===== config.mk =====
export PLATFORM = sky130hd
export DESIGN_NAME = line_fill_ctrl
export DESIGN_NICKNAME = d
export VERILOG_FILES = /design/src/rtl/line_fill_ctrl.sv
export SDC_FILE = /design/constraint.sdc
export NUM_CORES = 1
export LEC_CHECK = 0
export ABC_AREA = 1
export BUFFER_PORTS_ARGS = -buffer_cell sky130_fd_sc_hd__buf_2
export CAP_MARGIN = 30
export CORE_UTILIZATION = 58
export DETAILED_ROUTE_END_ITERATION = 12
export PLACE_DENSITY = 0.86
export SETUP_SLACK_MARGIN = 0.2
export SKIP_LAST_GASP = 1
export SYNTH_ARGS = -nofsm -noshare
export SYNTH_HDL_FRONTEND = slang
export SYNTH_SLANG_ARGS = --single-unit

===== constraint.sdc =====
create_clock -name nGCLK -period 4 [get_ports nGCLK]
set_input_delay 0.4 -clock nGCLK [delete_from_list [all_inputs] [get_ports nGCLK]]
set_output_delay 0.4 -clock nGCLK [all_outputs]
set_load 0.005 [all_outputs]

===== src/rtl/line_fill_ctrl.sv =====
// line_fill_ctrl: requests one 256-bit line, waits MEM_LAT cycles, then streams it as eight 32-bit beats.
// Optional macro CRIT_WORD_FIRST_EN starts the stream at the requested word and wraps around the line.
module line_fill_ctrl #(
    parameter int MEM_LAT = 1,
    parameter int ADDR_W  = 32
) (
    input  logic              nGCLK,
    input  logic              RESET,
    input  logic              req_valid,
    output logic              req_ready,
    input  logic [ADDR_W-1:0] req_addr,
    output logic [3:0]        mem_sel,
    input  logic [255:0]      mem_line,
    output logic              fill_valid,
    input  logic              fill_ready,
    output logic [31:0]       fill_data,
    output logic [2:0]        fill_word,
    output logic              fill_last,
    output logic              busy
);
    typedef enum logic [1:0] {
        IDLE   = 2'd0,
        WAIT   = 2'd1,
        STREAM = 2'd2
    } state_t;

    localparam logic [3:0] LAT_INIT = 4'(MEM_LAT - 1);

    state_t       state_q;
    logic [3:0]   lat_cnt_q;
    logic [2:0]   beat_q;
    logic [255:0] line_buf_q;
    logic [3:0]   mem_sel_q;
    logic         fill_valid_q;
    logic         fill_last_q;
    logic [31:0]  fill_data_q;
    logic [2:0]   fill_word_q;
    logic [2:0]   start_s;
    logic [2:0]   beat_d;
    logic [2:0]   fill_word_d;
    logic         handshake_s;
    logic         unused_addr_s;

    function automatic logic [31:0] word_of(input logic [255:0] line, input logic [2:0] idx);
        return line[{idx, 5'd0} +: 32];
    endfunction

`ifdef CRIT_WORD_FIRST_EN
    logic [2:0] start_q;
    assign start_s       = start_q;
    assign unused_addr_s = ^{req_addr[ADDR_W-1:9], req_addr[1:0]};
`else
    assign start_s       = 3'd0;
    assign unused_addr_s = ^{req_addr[ADDR_W-1:9], req_addr[4:0]};
`endif

    // Position of the next beat; word index wraps modulo 8 by width.
    always_comb begin
        beat_d      = beat_q + 3'd1;
        fill_word_d = start_s + beat_d;
        handshake_s = fill_valid_q & fill_ready;
    end

    assign req_ready  = (state_q == IDLE);
    assign busy       = (state_q != IDLE);
    assign mem_sel    = mem_sel_q;
    assign fill_valid = fill_valid_q;
    assign fill_data  = fill_data_q;
    assign fill_word  = fill_word_q;
    assign fill_last  = fill_last_q;

    // Request / latency / stream FSM with registered beat outputs.
    always_ff @(posedge nGCLK) begin
        if (RESET) begin
            state_q      <= IDLE;
            lat_cnt_q    <= 4'd0;
            beat_q       <= 3'd0;
            line_buf_q   <= 256'd0;
            mem_sel_q    <= 4'd0;
            fill_valid_q <= 1'b0;
            fill_last_q  <= 1'b0;
            fill_data_q  <= 32'd0;
            fill_word_q  <= 3'd0;
`ifdef CRIT_WORD_FIRST_EN
            start_q      <= 3'd0;
`endif
        end else begin
            case (state_q)
                IDLE: begin
                    if (req_valid) begin
                        mem_sel_q <= req_addr[8:5];
                        lat_cnt_q <= LAT_INIT;
                        state_q   <= WAIT;
`ifdef CRIT_WORD_FIRST_EN
                        start_q   <= req_addr[4:2];
`endif
                    end
                end
                WAIT: begin
                    if (lat_cnt_q == 4'd0) begin
                        line_buf_q   <= mem_line;
                        beat_q       <= 3'd0;
                        fill_valid_q <= 1'b1;
                        fill_word_q  <= start_s;
                        fill_data_q  <= word_of(mem_line, start_s);
                        fill_last_q  <= 1'b0;
                        state_q      <= STREAM;
                    end else begin
                        lat_cnt_q <= lat_cnt_q - 4'd1;
                    end
                end
                STREAM: begin
                    if (handshake_s) begin
                        if (beat_q == 3'd7) begin
                            fill_valid_q <= 1'b0;
                            fill_last_q  <= 1'b0;
                            state_q      <= IDLE;
                        end else begin
                            beat_q      <= beat_d;
                            fill_word_q <= fill_word_d;
                            fill_data_q <= word_of(line_buf_q, fill_word_d);
                            fill_last_q <= (beat_d == 3'd7);
                        end
                    end
                end
                default: begin
                    state_q <= IDLE;
                end
            endcase
        end
    end
endmodule

==> results.md, run 1 <==
- Warnings, synthesis: 0
- Core area: 0.0234 mm²
- Post-CTS Hold Fix Bufs: 0
- Peak VDD IR: 0.509 mV
- Post-synth EDFFs: 0
- Fin crit period: 2.74 ns
- Initial antenna violation count: 8
- Adder-cell share of the synthesized area: 0.452%
- DIE AREA: 0.0245 mm²
- Post-CTS Setup Bufs: 0
- Most instantiated library cell after synthesis: nand2_1
- Status: complete, no violations
- Largest area contributor in the netlist: dfxtp_1
- Startpoint Class: flop
- Final WS setup: 1.26 ns
- Area Growth Syn to Fin: 18.5%
- Final period utilization: 68.6%
- Final Util: 70.1%
- Top post-synthesis cells by count: nand2_1, dfxtp_1, inv_1
- Placed Instances: 2566
- Seq cells post-synth: 303
- FF-to-FF path depth: 10
- Multiplexer area fraction after synthesis: 0%
- Setup Skew: 0.0104 ns
- Final setup violation count: 0
- Clock Latency Late Sink: 0.56 ns
- GRT Residual Overflow: 0
- IO Port Bufs: 306
- Worst min-delay path class: input port to flop
- Fraction of layout cells with a size suffix above 1: 17.1%
- Total track usage: 33.0%
- Chip height: 156 µm
- Final non-filler cell total: 2631
- Worst Path Max Fanout: 62
- Die Span X: 156 µm
- Register clock-pin slew on the reported worst setup and hold paths: 0.07 ns
- Seq/Total Area, Yosys: 43.8%
- Final WL: 41400 µm
- DRT iter0 DRCs: 1510
- CTS tree: done
- Final hold viol count: 0
- Syn_nets: 2375
- H-tree levels: 1
- Global-route wire length before repair: 63600 µm
- CP required: 4.50 ns
- Placer congestion estimate: 0.914
- Resize count post-CTS: 0
- IO Count: 335
- Starting Density: 59.1%
- Normalized max-slew margin: 44.7%
- RSZ-0062 raised after global routing: false
- CP arrival: 3.24 ns
- Worst-case clock buffer depth: 3
- Share of the synthesized area in the top cell type: 43.8%
- Area contributors post-synth: dfxtp_1, nand2_1, a21oi_1
- Max-Cap Viols: 0
- Cell Rows: 56
- Vias in the first global route: 12400
- Drt drc: 0
- Power per cell area: 743 mW/mm²
- Mapped Cells: 2078
- Post-synth ARST share: 0%
- Hold_ws: 0.113 ns
- Max Freq: 0.365 GHz
- Setup crit end kind: flop
- Dpl ws: 1.32 ns
- CTS Buf Count: 30
- Pin count of the biggest net entering global routing: 174
- XOR/XNOR Fraction of Synth Area: 0%
- Root Buffer: clkbuf_16
- Pre-antenna DRT Iters: 6
- Classification of the worst setup path: flop to flop
- Compound-Gate Fraction of Synth Area: 19.1%
- Hpwl dp: 27200 µm
- Worst slew pin tran: 0.830 ns
- Drt via density: 5.38
- Clock sinks: 303
- DR vias: 14200
- Largest family of logic cells by synthesized area: simple AND/OR/NAND/NOR gates
- Slew Limit Fails: 0
- Final ANT Viol Nets: 0
- Wirelength per Cell: 15.7 µm
- Lkg Pwr: 0.00784 µW
- Avg Inst Size Synth: 6.66 µm²
- Synth unique cells: 24
- Setup TNS: 0 ns
- NumNets Final: 2577
- WHS Path Cells: 3
- Most frequently used flop master after synthesis: dfxtp_1
- Post-Synth Simple-Gate Area: 23.6%
- Post-Synthesis Cell Area: 0.0138 mm²
cell usage in the layout, fill, tap and decap left out, types with 4 or more instances in the layout:
master / synthesis / final
clkbuf_16: 0 / 31
dfxtp_1: 303 / 302
nand4_1: 35 / 35
inv_2: 4 / 4
nand2_2: 4 / 4
buf_4: 2 / 9
clkinv_2: 0 / 13
nand2_1: 525 / 525
ha_1: 5 / 4
bufinv_16: 0 / 4
inv_1: 297 / 297
o21ai_0: 208 / 208
diode_2: 0 / 8
nand3_1: 133 / 133
a21oi_1: 263 / 263
o21ai_1: 55 / 55
nor2_1: 85 / 84
buf_2: 60 / 306
clkbuf_8: 0 / 4
buf_12: 0 / 6
layout make-up:
cell class	instances	area [µm²]
timing repair buffer	322	1750
fill	2010	7000
tap	319	399
sequential	303	6070
inverter	303	1140
multi-input combinational	1320	5980
antenna	8	20.0
clock buffer	37	838
clock inverter	19	200
metrics by stage:
stage          cell area [µm²]  total power (µW)
2_1_floorplan            13800              7820
3_5_place_dp             15300              9150
4_1_cts                  16400             12100
5_1_grt                  16400             13000
6_report                 16400             12200
3_3_place_gp             15300              8990
cell families (layout without fill, tap and decap cells):
kind of cell / Yosys count / in the layout
AND/OR/NAND/NOR: 788 / 788
AO/OA/AOI/OAI: 527 / 527
flip-flops: 303 / 303
buffers and inverters: 455 / 681
other: 0 / 8
adder cells (fa/ha/maj): 5 / 5
critical path, stage by stage (launching register included):
cell and delay [ns]:
dfxtp_4 0.36, inv_4 0.50, ha_2 0.43, inv_2 0.38, buf_12 0.29, nand3_1 0.25
nand2_1 0.15, nand2_1 0.06, nand2_1 0.08, nor2_1 0.04, nor2_1 0.08
metal layers:
layer	vias to the layer above	wire length, µm	global-route usage (%)	share of wire (%)
met5	-	0	0	0
met4	0	1220	12.3	2.9
met3	91	3930	4.68	9.5
met2	747	17600	48.2	43
met1	6325	18600	48.9	45
li1	6988	-	-	-
power by group:
part | switching (µW) | internal (µW) | total (µW)
Clock | 1210 | 1740 | 2950
Sequential | 305 | 3930 | 4230
Combinational | 3430 | 1580 | 5010
Total | 4940 | 7250 | 12200
flip-flops by register name (all words and copies together), names as in the netlist:
name / flops
line_buf_q: 256
fill_data: 32
lat_cnt_q: 4
mem_sel: 4
fill_word: 3
state_q: 2
fill_last: 1
fill_valid: 1
final timing paths:
check	startpoint	endpoint	slack (ns)
max	fill_word[0]	fill_data[16]	1.26
min	mem_line[74]	line_buf_q[74]	0.11
max reg2reg	fill_word[0]	fill_data[16]	1.26
min reg2reg	line_buf_q[40]	line_buf_q[40]	0.45
(Power assumes the default switching activity.)
==> inputs of run 2 (changes only) <==
ABC_AREA = 0   (was 1)
CORE_UTILIZATION = 48   (was 58)
PLACE_DENSITY = 0.77   (was 0.86)
clock period = 2.4 ns   (was 4 ns; I/O delays follow)
==> results.md, run 2 <==
- Drt via density: 5.66 (was 5.38)
- Fraction of layout cells with a size suffix above 1: 27.0% (was 17.1%)
- Area contributors post-synth: dfxtp_1, nand2_1, a21oi_1 (unchanged)
- Initial antenna violation count: 2 (was 8)
- Power per cell area: 669 mW/mm² (was 743 mW/mm²)
- Dpl ws: 0.0792 ns (was 1.32 ns)
- Seq cells post-synth: 303 (unchanged)
- FILL cells: 1737 (was 2010)
- Most frequent CP cell: ha_4 (was nand2_1)
- Crit-path max cell delay: 0.59 ns (was 0.50 ns)
- Slowest CP cell: or4b_4 (was inv_4)
- GRT Residual Overflow: 0 (unchanged)
- Placed inst area: 0.0147 mm² (was 0.0153 mm²)
- Hpwl dp: 26000 µm (was 27200 µm)
- Final WL: 48200 µm (was 41400 µm)
- Setup crit end kind: flop (unchanged)
- Register clock-pin slew on the reported worst setup and hold paths: 0.06 ns (was 0.07 ns)
- FF-to-FF path depth: 8 (was 10)
- Root Buffer: clkbuf_16 (unchanged)
- Area Growth Syn to Fin: 50.3% (was 18.5%)
- DRT iter0 DRCs: 1692 (was 1510)
- Seq/Total Area, Yosys: 47.8% (was 43.8%)
- Routed wl met3: 4010 µm (was 3930 µm)
- FF-to-FF Start: fill_word[1] (was fill_word[0])
- Top post-synthesis cells by count: nand2_1, dfxtp_1, a21oi_1 (was nand2_1, dfxtp_1, inv_1)
- Worst slew pin tran: 0.746 ns (was 0.830 ns)
- Syn_nets: 1856 (was 2375)
- DR vias: 13900 (was 14200)
- Final instance area: 0.0191 mm² (was 0.0164 mm²)
- Vias in the first global route: 13400 (was 12400)
- Top layer in use: met5 (was met4)
- Normalized max-slew margin: 50.0% (was 44.7%)
- NumNets Final: 2391 (was 2577)
- Crit-path cells: ha_4, ha_4, buf_6, or4b_4, buf_12, o22ai_1, nor2_1, a211oi_2 (was inv_4, ha_2, inv_2, buf_12, nand3_1, nand2_1, nand2_1, nand2_1, nor2_1, nor2_1)
- Hold wc startpoint: mem_line[170] (was mem_line[74])
- Warnings, synthesis: 0 (unchanged)
- IO Count: 335 (unchanged)
- Post-Synthesis Cell Area: 0.0127 mm² (was 0.0138 mm²)
- Global-route wire length before repair: 68300 µm (was 63600 µm)
- Most frequently used flop master after synthesis: dfxtp_1 (unchanged)
- Pin count of the biggest net entering global routing: 112 (was 174)
- Lkg Pwr: 0.00797 µW (was 0.00784 µW)
- Commonest non-fill, non-tap cells in the layout: nand2_1, buf_2, dfxtp_1 (unchanged)
- CP arrival: 2.82 ns (was 3.24 ns)
- Worst-case clock buffer depth: 3 (unchanged)
- Crit path buf inv count: 2 (was 3)
- Largest area contributor in the netlist: dfxtp_1 (unchanged)
- Total track usage: 32.5% (was 33.0%)
- Fin crit period: 2.44 ns (was 2.74 ns)
- Final WS setup: -0.0450 ns (was 1.26 ns)
- Avg Inst Size Synth: 8.14 µm² (was 6.66 µm²)
- Status: finished with violations (was complete, no violations)
- Clock Latency Late Sink: 0.51 ns (was 0.56 ns)
- Setup Skew: 0.0245 ns (was 0.0104 ns)
- Most instantiated library cell after synthesis: nand2_1 (unchanged)
- Final period utilization: 102% (was 68.6%)
- Synth unique cells: 35 (was 24)
- Final hold viol count: 2 (was 0)
- Cell Rows: 59 (was 56)
- Max Freq: 0.409 GHz (was 0.365 GHz)
- IO Port Bufs: 306 (unchanged)
- M1 WL: 16300 µm (was 18600 µm)
- Setup TNS: -0.0450 ns (was 0 ns)
- CTS tree: done (unchanged)
- Core area: 0.0260 mm² (was 0.0234 mm²)
- Stages on the worst setup path: 8 (was 10)
- Chip height: 165 µm (was 156 µm)
- Critical R2R Capture: fill_data[23] (was fill_data[16])
- Worst min-delay path class: input port to flop (unchanged)
- Max-Cap Viols: 0 (unchanged)
- Worst Path Max Fanout: 8 (was 62)
- Classification of the worst setup path: flop to flop (unchanged)
- Hold_ws: -0.00127 ns (was 0.113 ns)
- CP required: 2.78 ns (was 4.50 ns)
- Post-synth ARST share: 0% (unchanged)
- Worst hold endpoint: line_buf_q[170] (was line_buf_q[74])
- H-tree levels: 2 (was 1)
- Slew Limit Fails: 0 (unchanged)
- Tot Pwr: 12700 µW (was 12200 µW)
- Post-synth EDFFs: 0 (unchanged)
- Mapped Cells: 1559 (was 2078)
- Top reg by flops: line_buf_q (unchanged)
- Peak VDD IR: 0.583 mV (was 0.509 mV)
- Starting Density: 48.8% (was 59.1%)
- Max reg flops: 256 (unchanged)
- Final setup violation count: 1 (was 0)
- R2r setup slk: -0.04 ns (was 1.26 ns)
- DIE AREA: 0.0271 mm² (was 0.0245 mm²)
- RSZ-0062 raised after global routing: true (was false)
- Pre-antenna DRT Iters: 12 (was 6)
- Most common cell after layout, fill and taps aside: nand2_1 (unchanged)
- Die Span X: 165 µm (was 156 µm)
- Drt drc: 0 (unchanged)
- Share of the synthesized area in the top cell type: 47.8% (was 43.8%)
- CTS Buf Count: 34 (was 30)
- Final ANT Viol Nets: 0 (unchanged)
- Wirelength per Cell: 19.7 µm (was 15.7 µm)
- DR WL met2: 24500 µm (was 17600 µm)
- Clock sinks: 303 (unchanged)
- Startpoint Class: flop (unchanged)
- WHS Path Cells: 3 (unchanged)
- Violated checks: hold timing, setup timing
- Placer congestion estimate: 0.944 (was 0.914)
- Largest delay contributor family on the critical path: simple AND/OR/NAND/NOR gates (was buffers and inverters)
[run 2: per-stage QoR]
stage | cells | util, %
final | 2450 | 73.4
after global routing | 2450 | 73.4
after CTS | 2422 | 71.1
after detailed placement | 2115 | 56.5
after global placement | 2113 | 56.4
after floorplan | 1559 | -
[run 2: cell families after synthesis]
| family | count (synthesis) | synth area share, % |
|---|---|---|
| flops | 303 | 47.8 |
| fa+ha+maj | 5 | 0.493 |
| mux | 133 | 11.2 |
| compound gates | 363 | 16.8 |
| simple gates | 616 | 18.7 |
| buf+inv | 137 | 4.83 |
| xor+xnor | 2 | 0.138 |
[run 2: what timing repair did]
action,CTS,global route
cloned,4,5
setup buffers,8,22
hold endpoints to repair,239,0
pin swaps,16,41
gates resized for setup,28,58
endpoints found under the setup margin,30,108
hold buffers,239,0
[run 2: how the worst max path moves through the flow]
stage                 start       endpoint
3_5_place_dp   fill_word[0]   fill_data[5]
3_3_place_gp   fill_word[0]   fill_data[8]
4_1_cts        fill_word[0]  fill_data[28]
6_report       fill_word[1]  fill_data[23]
2_1_floorplan  fill_word[0]  fill_data[17]
5_1_grt        fill_word[1]  fill_data[23]
[run 2: per-layer routing]
metal  GRT usage, %  vias up
li1               -     6376
met1           33.2     6422
met2           58.8      814
met3           7.23      253
met4           22.8        2
met5          0.189        -
[run 2: power by group]
group | switching, µW | internal (µW)
combinational | 1150 | 1000
sequential | 186 | 5360
clock | 2050 | 3000
[run 2: cell type report]
type                    instances  area, µm²  area share, %
diodes                          1       2.50         0.0131
inverters                       4       20.0          0.105
repair buffers                632       5070           26.6
flip-flops and latches        303       6070           31.8
clock inverters                 6       37.5          0.197
well taps                     335        419           2.20
multi-input cells            1119       6400           33.6
clock buffers                  50       1040           5.48
[run 2: worst reg2reg max path: cells and delay by family (launching register included)]
family	cells	cell delay (ns)
AOI/OAI and AO/OA	2	0.60
adders and majority gates	2	0.37
buffers and inverters	2	0.29
DFF	1	0.35
and+or+nand+nor	2	0.69
==> inputs of run 3 (changes only) <==
SETUP_SLACK_MARGIN = 0.15   (was 0.2)
clock period = 2 ns   (was 2.4 ns; I/O delays follow)
==> results.md, run 3 (synthesis gave the netlist of run 2 again) <==
- Final instance area: 0.0214 mm² (was 0.0191 mm²)
- Fraction of layout cells with a size suffix above 1: 39.1% (was 27.0%)
- IO Port Bufs: 306 (unchanged)
- Final WS setup: -0.184 ns (was -0.0450 ns)
- Wirelength per Cell: 23.6 µm (was 19.7 µm)
- Final WL: 59400 µm (was 48200 µm)
- Placer congestion estimate: 0.908 (was 0.944)
- Area Growth Syn to Fin: 68.3% (was 50.3%)
- Peak VDD IR: 0.586 mV (was 0.583 mV)
- Max-Cap Viols: 0 (unchanged)
- RSZ-0062 raised after global routing: true (unchanged)
- Hold wc startpoint: RESET (was mem_line[170])
- DIE AREA: 0.0271 mm² (unchanged)
- Most common cell after layout, fill and taps aside: nand2_1 (unchanged)
- Violated checks: setup timing (was hold timing, setup timing)
- Final hold viol count: 0 (was 2)
- Final period utilization: 109% (was 102%)
- Max Freq: 0.458 GHz (was 0.409 GHz)
- Clock sinks: 303 (unchanged)
- Worst slew pin tran: 0.465 ns (was 0.746 ns)
- Global-route wire length before repair: 72700 µm (was 68300 µm)
- Setup TNS: -3.05 ns (was -0.0450 ns)
- Setup crit end kind: flop (unchanged)
- DR vias: 15200 (was 13900)
- Setup crit start: fill_word[1] (unchanged)
- Register clock-pin slew on the reported worst setup and hold paths: 0.07 ns (was 0.06 ns)
- Placed inst area: 0.0150 mm² (was 0.0147 mm²)
- Lkg Pwr: 0.00925 µW (was 0.00797 µW)
- Worst-case clock buffer depth: 3 (unchanged)
- GRT Residual Overflow: 0 (unchanged)
- Max reg flops: 256 (unchanged)
- Pin count of the biggest net entering global routing: 103 (was 112)
- NumNets Final: 2457 (was 2391)
- Setup Skew: 0.0131 ns (was 0.0245 ns)
- Slew Limit Fails: 0 (unchanged)
- DRT iter0 DRCs: 1809 (was 1692)
- Tot Pwr: 15700 µW (was 12700 µW)
- Normalized max-slew margin: 69.0% (was 50.0%)
- CTS tree: done (unchanged)
- Worst Path Max Fanout: 14 (was 8)
- Total track usage: 34.8% (was 32.5%)
- Hpwl dp: 26700 µm (was 26000 µm)
- Placed Instances: 2134 (was 2115)
- Final setup violation count: 36 (was 1)
- Starting Density: 48.8% (unchanged)
- Drt drc: 0 (unchanged)
- Initial antenna violation count: 5 (was 2)
- CTS Buf Count: 31 (was 34)
- Classification of the worst setup path: flop to flop (unchanged)
- Startpoint Class: flop (unchanged)
- FF-to-FF Start: fill_word[1] (unchanged)
- IO Count: 335 (unchanged)
- Chip height: 165 µm (unchanged)
- Final non-filler cell total: 2519 (was 2450)
- Clock Latency Late Sink: 0.56 ns (was 0.51 ns)
- Power per cell area: 735 mW/mm² (was 669 mW/mm²)
- Root Buffer: clkbuf_16 (unchanged)
- Drt via density: 6.02 (was 5.66)
- Pre-antenna DRT Iters: 6 (was 12)
- FILL cells: 1330 (was 1737)
- Cell Rows: 59 (unchanged)
- Commonest non-fill, non-tap cells in the layout: nand2_1, buf_2, dfxtp_1 (unchanged)
- Die Span X: 165 µm (unchanged)
- Core area: 0.0260 mm² (unchanged)
- Status: finished with violations (unchanged)
- H-tree levels: 1 (was 2)
- CP required: 2.43 ns (was 2.78 ns)
- Final ANT Viol Nets: 0 (unchanged)
- Worst min-delay path class: input port to flop (unchanged)
- Top reg by flops: line_buf_q (unchanged)
- CP arrival: 2.61 ns (was 2.82 ns)
- Fin crit period: 2.18 ns (was 2.44 ns)
- Vias in the first global route: 13600 (was 13400)
-- run 3: critical path, cell delays in order, from the launching register on --
cell      delay, ns
dfxtp_2        0.34
buf_6          0.12
ha_4           0.33
buf_4          0.15
buf_12         0.17
buf_12         0.14
mux2i_1        0.30
o22ai_1        0.16
nor2_1         0.22
a211oi_1       0.11
-- run 3: path summary, 6_finish.rpt --
check | endpoint | slack [ns] | cells past startpoint
setup / recovery | fill_data[9] | -0.18 | 9
hold / removal | line_buf_q[35] | 0.04 | 2
setup reg to reg | fill_data[9] | -0.18 | 9
hold reg to reg | line_buf_q[27] | 0.45 | 2
-- run 3: repair_timing --
| item | in CTS | in global routing |
|---|---|---|
| resized for setup | 30 | 413 |
| setup buffers | 17 | 21 |
| hold buffers | 260 | 0 |
| pin swaps | 12 | 219 |
| hold endpoints to repair | 261 | 0 |
| endpoints found under the setup margin | 287 | 282 |
| gates cloned | 11 | 19 |
-- run 3: metrics by stage --
| stage | hold WS (ns) | util, % | setup slack [ns] |
|---|---|---|---|
| after floorplan | 0.336 | - | -0.0940 |
| after global placement | 0.438 | 57.8 | -0.132 |
| after detailed placement | 0.444 | 57.8 | -0.219 |
| after CTS | 0.0101 | 73.5 | -0.0942 |
| after global routing | 0.0606 | 82.2 | -0.244 |
| final | 0.0432 | 82.2 | -0.184 |
-- run 3: routing by layer --
metal	global-route usage (%)	part of all wire, %
met2	55.0	47
met5	0	0.013
met1	45.8	37
met3	6.00	9.6
met4	17.2	6.7
-- run 3: final cells by class --
class | instances | area (µm²) | share of cell area (%)
antenna | 5 | 12.5 | 0.0586
clock buffer | 40 | 851 | 3.98
clock inverter | 12 | 73.8 | 0.346
inverter | 4 | 15.0 | 0.0703
multi-input combinational | 1119 | 7610 | 35.7
sequential | 303 | 6070 | 28.4
tap | 335 | 419 | 1.96
timing repair buffer | 701 | 6300 | 29.5
-- run 3: power breakdown --
group          internal, µW  switching, µW  leakage (µW)  total, µW
clock network          2980           2490      0.000460       5470
registers              6430            252       0.00247       6680
logic                  1700           1840       0.00632       3540
total                 11100           4590       0.00925      15700
